### config.mk
export PLATFORM = sky130hd
export DESIGN_NAME = branch_lut_loader
export DESIGN_NICKNAME = d
export VERILOG_FILES = /design/src/rtl/branch_lut_pkg.sv /design/src/rtl/branch_lut_loader_lut_regfile.sv /design/src/rtl/branch_lut_loader.sv
export SDC_FILE = /design/constraint.sdc
export NUM_CORES = 1
export LEC_CHECK = 0
export ABC_AREA = 1
export CAP_MARGIN = 20
export CORE_ASPECT_RATIO = 1.75
export CORE_MARGIN = 3
export CORE_UTILIZATION = 45
export CTS_CLUSTER_SIZE = 25
export DETAILED_ROUTE_END_ITERATION = 8
export GPL_ROUTABILITY_DRIVEN = 1
export SYNTH_ARGS = -nofsm -noshare
export SYNTH_HDL_FRONTEND = slang
export SYNTH_HIERARCHICAL = 1
export SYNTH_SLANG_ARGS = --single-unit
### constraint.sdc
create_clock -name clk -period 4 [get_ports clk]
set_clock_uncertainty 0.1 [all_clocks]
set_input_delay 0.4 -clock clk [delete_from_list [all_inputs] [get_ports clk]]
set_output_delay 0.4 -clock clk [all_outputs]
set_load 0.02 [all_outputs]
### src/rtl/branch_lut_pkg.sv
// Shared types and constants for the run-time loadable branch-target table.
package branch_lut_pkg;

   // Loader FSM: one state per received record byte, plus the write cycle.
   typedef enum logic [1:0] {
      IDLE    = 2'd0,
      GOT_IDX = 2'd1,
      GOT_LO  = 2'd2,
      COMMIT  = 2'd3
   } ld_state_t;

   // Bytes per record: IDX, LO, HI.
   localparam int REC_BYTES = 3;

   // Table contents after reset; matches the former fixed table.
   localparam logic [9:0] DEFAULT_LUT [16] = '{
      10'd0,   10'd11,  10'd80,  10'd121,
      10'd55,  10'd109, 10'd101, 10'd118,
      10'd1,   10'd20,  10'd95,  10'd0,
      10'd0,   10'd0,   10'd0,   10'd0
   };

   // The HI byte carries target[d-1:8] in its low bits; anything above must be zero.
   function automatic logic hi_legal(input logic [7:0] hi, input int d);
      return (hi >> (d - 8)) == 8'd0;
   endfunction

endpackage

### src/rtl/branch_lut_loader_lut_regfile.sv
// ENTRIES x D target table: one write port, one combinational read port.
module lut_regfile
   import branch_lut_pkg::*;
#(
   parameter  int D       = 10,
   parameter  int ENTRIES = 16,
   localparam int AW      = $clog2(ENTRIES)
) (
   input  logic          clk,
   input  logic          reset,
   input  logic          we,
   input  logic [AW-1:0] waddr,
   input  logic [D-1:0]  wdata,
   input  logic [AW-1:0] raddr,
   output logic [D-1:0]  rdata
);

   logic [D-1:0] mem [ENTRIES];

   // Entries beyond the default table come up as zero.
   function automatic logic [D-1:0] reset_value(input int i);
      logic [3:0] k;
      k = i[3:0];
      if (i < 16) return D'(DEFAULT_LUT[k]);
      return '0;
   endfunction

   // Table storage: restored to the default contents on reset, one entry written per cycle.
   // NOTE: this array is built from flops, not RAM, so a full async reset is legal and required
   // here -- the fetch path must see the default table immediately after reset.
   always_ff @(posedge clk or negedge reset) begin
      if (!reset) begin
         for (int i = 0; i < ENTRIES; i++) mem[i] <= reset_value(i);
      end else if (we) begin
         mem[waddr] <= wdata;
      end
   end

   // Fetch-side read: pure mux, no write bypass.
   assign rdata = mem[raddr];

endmodule

### src/rtl/branch_lut_loader.sv
// Byte-stream loader for the branch-target table: collects IDX/LO/HI records,
// checks them and writes the table, while the fetch side reads it combinationally.
module branch_lut_loader
   import branch_lut_pkg::*;
#(
   parameter  int D       = 10,
   parameter  int ENTRIES = 16,
   localparam int AW      = $clog2(ENTRIES)
) (
   input  logic          clk,
   input  logic          reset,
   input  logic [7:0]    in_data,
   input  logic          in_valid,
   output logic          in_ready,
   input  logic          abort,
   input  logic          lock,
   input  logic [AW-1:0] rd_addr,
   output logic [D-1:0]  rd_target,
   output logic          wr_done,
   output logic          err,
   output logic          busy
);

   ld_state_t    state, state_n;
   logic [7:0]   idx_q;
   logic [7:0]   lo_q;
   logic [7:0]   hi_q;
   logic         xfer;
   logic         rec_legal;
   logic         in_commit;
   logic         we;
   logic         reject;
   logic [15:0]  rec_word;

   assign in_ready  = (state != COMMIT);
   assign busy      = (state != IDLE);
   assign xfer      = in_valid & in_ready;

   // A record is legal when the index fits the table and HI has no bits above the target width.
   assign rec_legal = ((idx_q >> AW) == 8'd0) && hi_legal(hi_q, D);
   assign rec_word  = {hi_q, lo_q};

   // An abort landing on COMMIT cancels the write and leaves err alone.
   assign in_commit = (state == COMMIT) && !abort;
   assign we        = in_commit && rec_legal && !lock;
   assign reject    = in_commit && !(rec_legal && !lock);

   // Next-state logic; abort wins over any transfer in the same cycle.
   // NOTE: state_n gets a default before the case so every path assigns it and no latch is inferred.
   always_comb begin
      state_n = state;
      if (abort) begin
         state_n = IDLE;
      end else begin
         case (state)
            IDLE:    if (xfer) state_n = GOT_IDX;
            GOT_IDX: if (xfer) state_n = GOT_LO;
            GOT_LO:  if (xfer) state_n = COMMIT;
            COMMIT:  state_n = IDLE;
            default: state_n = IDLE;
         endcase
      end
   end

   // FSM state, record holding registers and status flags.
   // NOTE: sequential state uses non-blocking assignments so every flop samples pre-edge values.
   always_ff @(posedge clk or negedge reset) begin
      if (!reset) begin
         state   <= IDLE;
         idx_q   <= '0;
         lo_q    <= '0;
         hi_q    <= '0;
         wr_done <= 1'b0;
         err     <= 1'b0;
      end else begin
         state   <= state_n;
         wr_done <= we;
         if (reject) err <= 1'b1;
         if (xfer && !abort) begin
            case (state)
               IDLE:    idx_q <= in_data;
               GOT_IDX: lo_q  <= in_data;
               GOT_LO:  hi_q  <= in_data;
               default: ;
            endcase
         end
      end
   end

   lut_regfile #(
      .D       (D),
      .ENTRIES (ENTRIES)
   ) u_lut (
      .clk   (clk),
      .reset (reset),
      .we    (we),
      .waddr (idx_q[AW-1:0]),
      .wdata (rec_word[D-1:0]),
      .raddr (rd_addr),
      .rdata (rd_target)
   );

endmodule

==> key figures <==
Synthesis
  • Cell count after synthesis: 1175
  • Post-Synth Adder-Cell Area: 0.545%
  • Mux cell area share after synthesis: 0%
  • Distinct cells, synth: 25
  • Largest family of logic cells by synthesized area: simple AND/OR/NAND/NOR gates
  • Syn_area_per_cell: between 7 and 8 um2
  • Post-Syn Area: between 9000 and 10000 um2
  • Yosys top cell area share: approximately two fifths
  • Synth Area in Compound Gates: 11.0%
  • Yosys top cell by area: dfrtp_1
  • Syn_nets: ~1200
  • Synth Register Bits: 188
  • Seq/Total Area, Yosys: between 50% and 60%
  • Synth Area in XOR/XNOR: 0%
  • Main area contributors after synthesis: dfrtp_1, nand2_1, dfstp_2, nand3_1, inv_1
  • Post-synthesis simple-gate area fraction: 26.1%
  • YS warnings: 6

Worst setup path
  • Slowest cell delay on critical path: 0.60 ns
  • CP endpoint kind: primary output
  • Crit path from: rd_addr[2]
  • Maximum fanout along the worst path: 21
  • CP Class: input port to primary output
  • CP Launch Type: input port
  • Reg2reg path depth: 10
  • Slowest cell on the critical path: clkdlybuf4s50_1
  • Top delay family on crit path: buffers and inverters
  • Arr. time, crit path: 2.54 ns
  • Critical Path Stages: 7
  • CP required: 3.50 ns
  • R2R Path Start: state[0]
  • CP Buf/Inv Count: 4
  • Crit-path cells: clkdlybuf4s50_1 > buf_4 > inv_1 > nand3_1 > nand3_1 > nand2_1 > clkdlybuf4s50_1

Power
  • Leakage power: 4.67 nW
  • Peak supply drop: 285 uV
  • Power Density: 475 nW/um2

Run status
  • Status: complete, no violations

STA
  • Setup-failing EPs final: 0
  • Fmax: between 0.3 and 0.4 GHz
  • Slew @ Worst Pin: 0.933 ns
  • Final hold vios: 0
  • Slew HR: approximately 38%
  • RSZ-0062 raised after global routing: false
  • Min setup slack post-route: 0.956 ns
  • Tmin final: 3.04 ns
  • Setup TNS: 0 ns
  • Final Max Slew Viols: 0
  • Period Utilization, post-route: between 70 and 80%

Final layout
  • Fillers: 1986
  • Final net count: 1186
  • Most frequent cells in the layout: nand2_1, inv_1, dfrtp_1
  • Layout cells sized above 1: 11.0%
  • Area Growth Syn to Fin: 10.6%
  • Antenna cells: 0
  • Most common cell after layout, fill and taps aside: nand2_1

Clock network
  • Buffer depth of the longest clock path: 2
  • Clk_lat worst skew: 0.43 ns
  • Clock sinks: 188
  • Clock Tree Root: clkbuf_16
  • Total CTS buffers: 17
  • Clk pin slew, worst setup/hold paths: 0.06 ns
  • # resized after CTS: 0
  • H-tree Lvls: 4
  • CTS tree: yes

Die
  • Die height: just under 200 um
  • FP Rows: 68
  • Num ports: 31
  • Die area: 22200 um2
  • Starting Density: 46.1%
  • Horiz. Die Dim: between 100 and 150 um
  • Core area: roughly 20000 um2

Place
  • HPWL Detailed: 16800 um
  • Final GP Congestion: 0.911
  • Place WS: 1.00 ns
  • I/O Buffers: 30

GRT
  • Pin count of the biggest net entering global routing: just under 100
  • Total gr overflow: 0
  • First-pass GRT wire length: 39900 um
  • Initial antenna violation count: 0
  • Vias in the first global route: 7199
  • Total Routing Usage GR: between 20% and 30%

Routing
  • Average wire per standard cell: 17.8 um
  • DR pass1 iterations: 5
  • Antenna Nets Post-Route: 0
  • Routed WL: 25300 um
  • DRC: 0
  • DR vias: 7390
  • Vias per Instance: 5.19
  • Iteration-0 DRC Markers: between 500 and 600

Worst hold path
  • Worst hold path class: register to register
  • HP Start: u_lut/mem[136]
  • Worst Hold Path Cells: 2

Flow run
  • Max cap viols: 0
## sequential cells by signal, summed over array words and instances (netlist names)
signal / flops
state: 2
err: 1
idx_q: 8
hi_q: 8
lo_q: 8
wr_done: 1
u_lut/mem: 160
## what timing repair did
action	4_1_cts	5_1_grt
setup buffers	0	0
endpoints found under the setup margin	0	0
hold endpoints to repair	26	0
hold buffers	1	0
## routing by layer
layer | GRT usage (%) | vias up | part of all wire (%)
met1 | 28.4 | 3527 | 40
met4 | 13.7 | 0 | 5.9
met5 | 0 | - | 0
li1 | - | 3626 | -
met3 | 3.02 | 59 | 3.5
met2 | 39.9 | 178 | 51
## worst min-delay path, delay by kind of cell, from the launching register on
family	cells	cell delay [ns]
flip-flops	1	0.37
AND/OR/NAND/NOR	1	0.05
AO/OA/AOI/OAI	1	0.05
## report_power, final
group	internal (mW)	leakage (nW)	switching, mW
clock	0.988	0.284	0.751
sequential	2.05	2.29	0.178
combinational	0.242	2.09	0.617
total	3.28	4.67	1.55
## logic make-up (layout without fill, tap and decap cells)
kind of cell	count (synthesis)	after routing
simple gates	567	567
buf+inv	232	235
flops	188	188
compound gates	184	184
fa+ha+maj	4	4
## synth_stat cells
library cell / count
clkbuf_2: 1
or2_2: 1
nor2_8: 1
nor3_2: 2
nor2_2: 3
clkbuf_1: 21
dfstp_2: 38
buf_2: 48
o21ai_1: 104
nor2_1: 14
nand3_4: 3
nand3_2: 1
o21ai_0: 56
buf_6: 5
and2_0: 1
clkinv_1: 1
ha_1: 4
inv_2: 2
nand2_2: 6
dfrtp_1: 150
inv_1: 153
buf_4: 1
nand3_1: 129
o21ai_2: 24
nand2_1: 406
## through the flow
step | area [um2] | hold WS, ns | utilization [%] | std cells | power [mW]
6_report | 10200 | 0.374 | 51.0 | 1423 | 4.82
5_1_grt | 10200 | 0.391 | 51.0 | 1423 | 5.05
4_1_cts | 10200 | 0.375 | 51.0 | 1423 | 4.88
3_5_place_dp | 9540 | 0.357 | 47.9 | 1390 | 3.13
3_3_place_gp | 9540 | 0.354 | 47.9 | 1390 | 3.12
2_1_floorplan | 9180 | 0.00441 | - | 1175 | 2.79
## area by class of cell
| class | instances | area (um2) | area share [%] |
|---|---|---|---|
| flip-flops and latches | 188 | 4750 | 46.8 |
| multi-input cells | 755 | 3450 | 34.0 |
| inverters | 156 | 586 | 5.77 |
| repair buffers | 47 | 454 | 4.47 |
| clock buffers | 19 | 433 | 4.26 |
| well taps | 245 | 307 | 3.02 |
| clock inverters | 13 | 166 | 1.64 |
## final timing paths
path                                   to  slack [ns]
max in group asynchronous   u_lut/mem[84]        2.28
max reg2reg                 u_lut/mem[45]        1.26
min reg2reg                u_lut/mem[136]        0.37
min                        u_lut/mem[136]        0.37
min in group asynchronous   u_lut/mem[60]        0.50
max                          rd_target[9]        0.96
No activity file was read; power rests on OpenSTA's default activity.
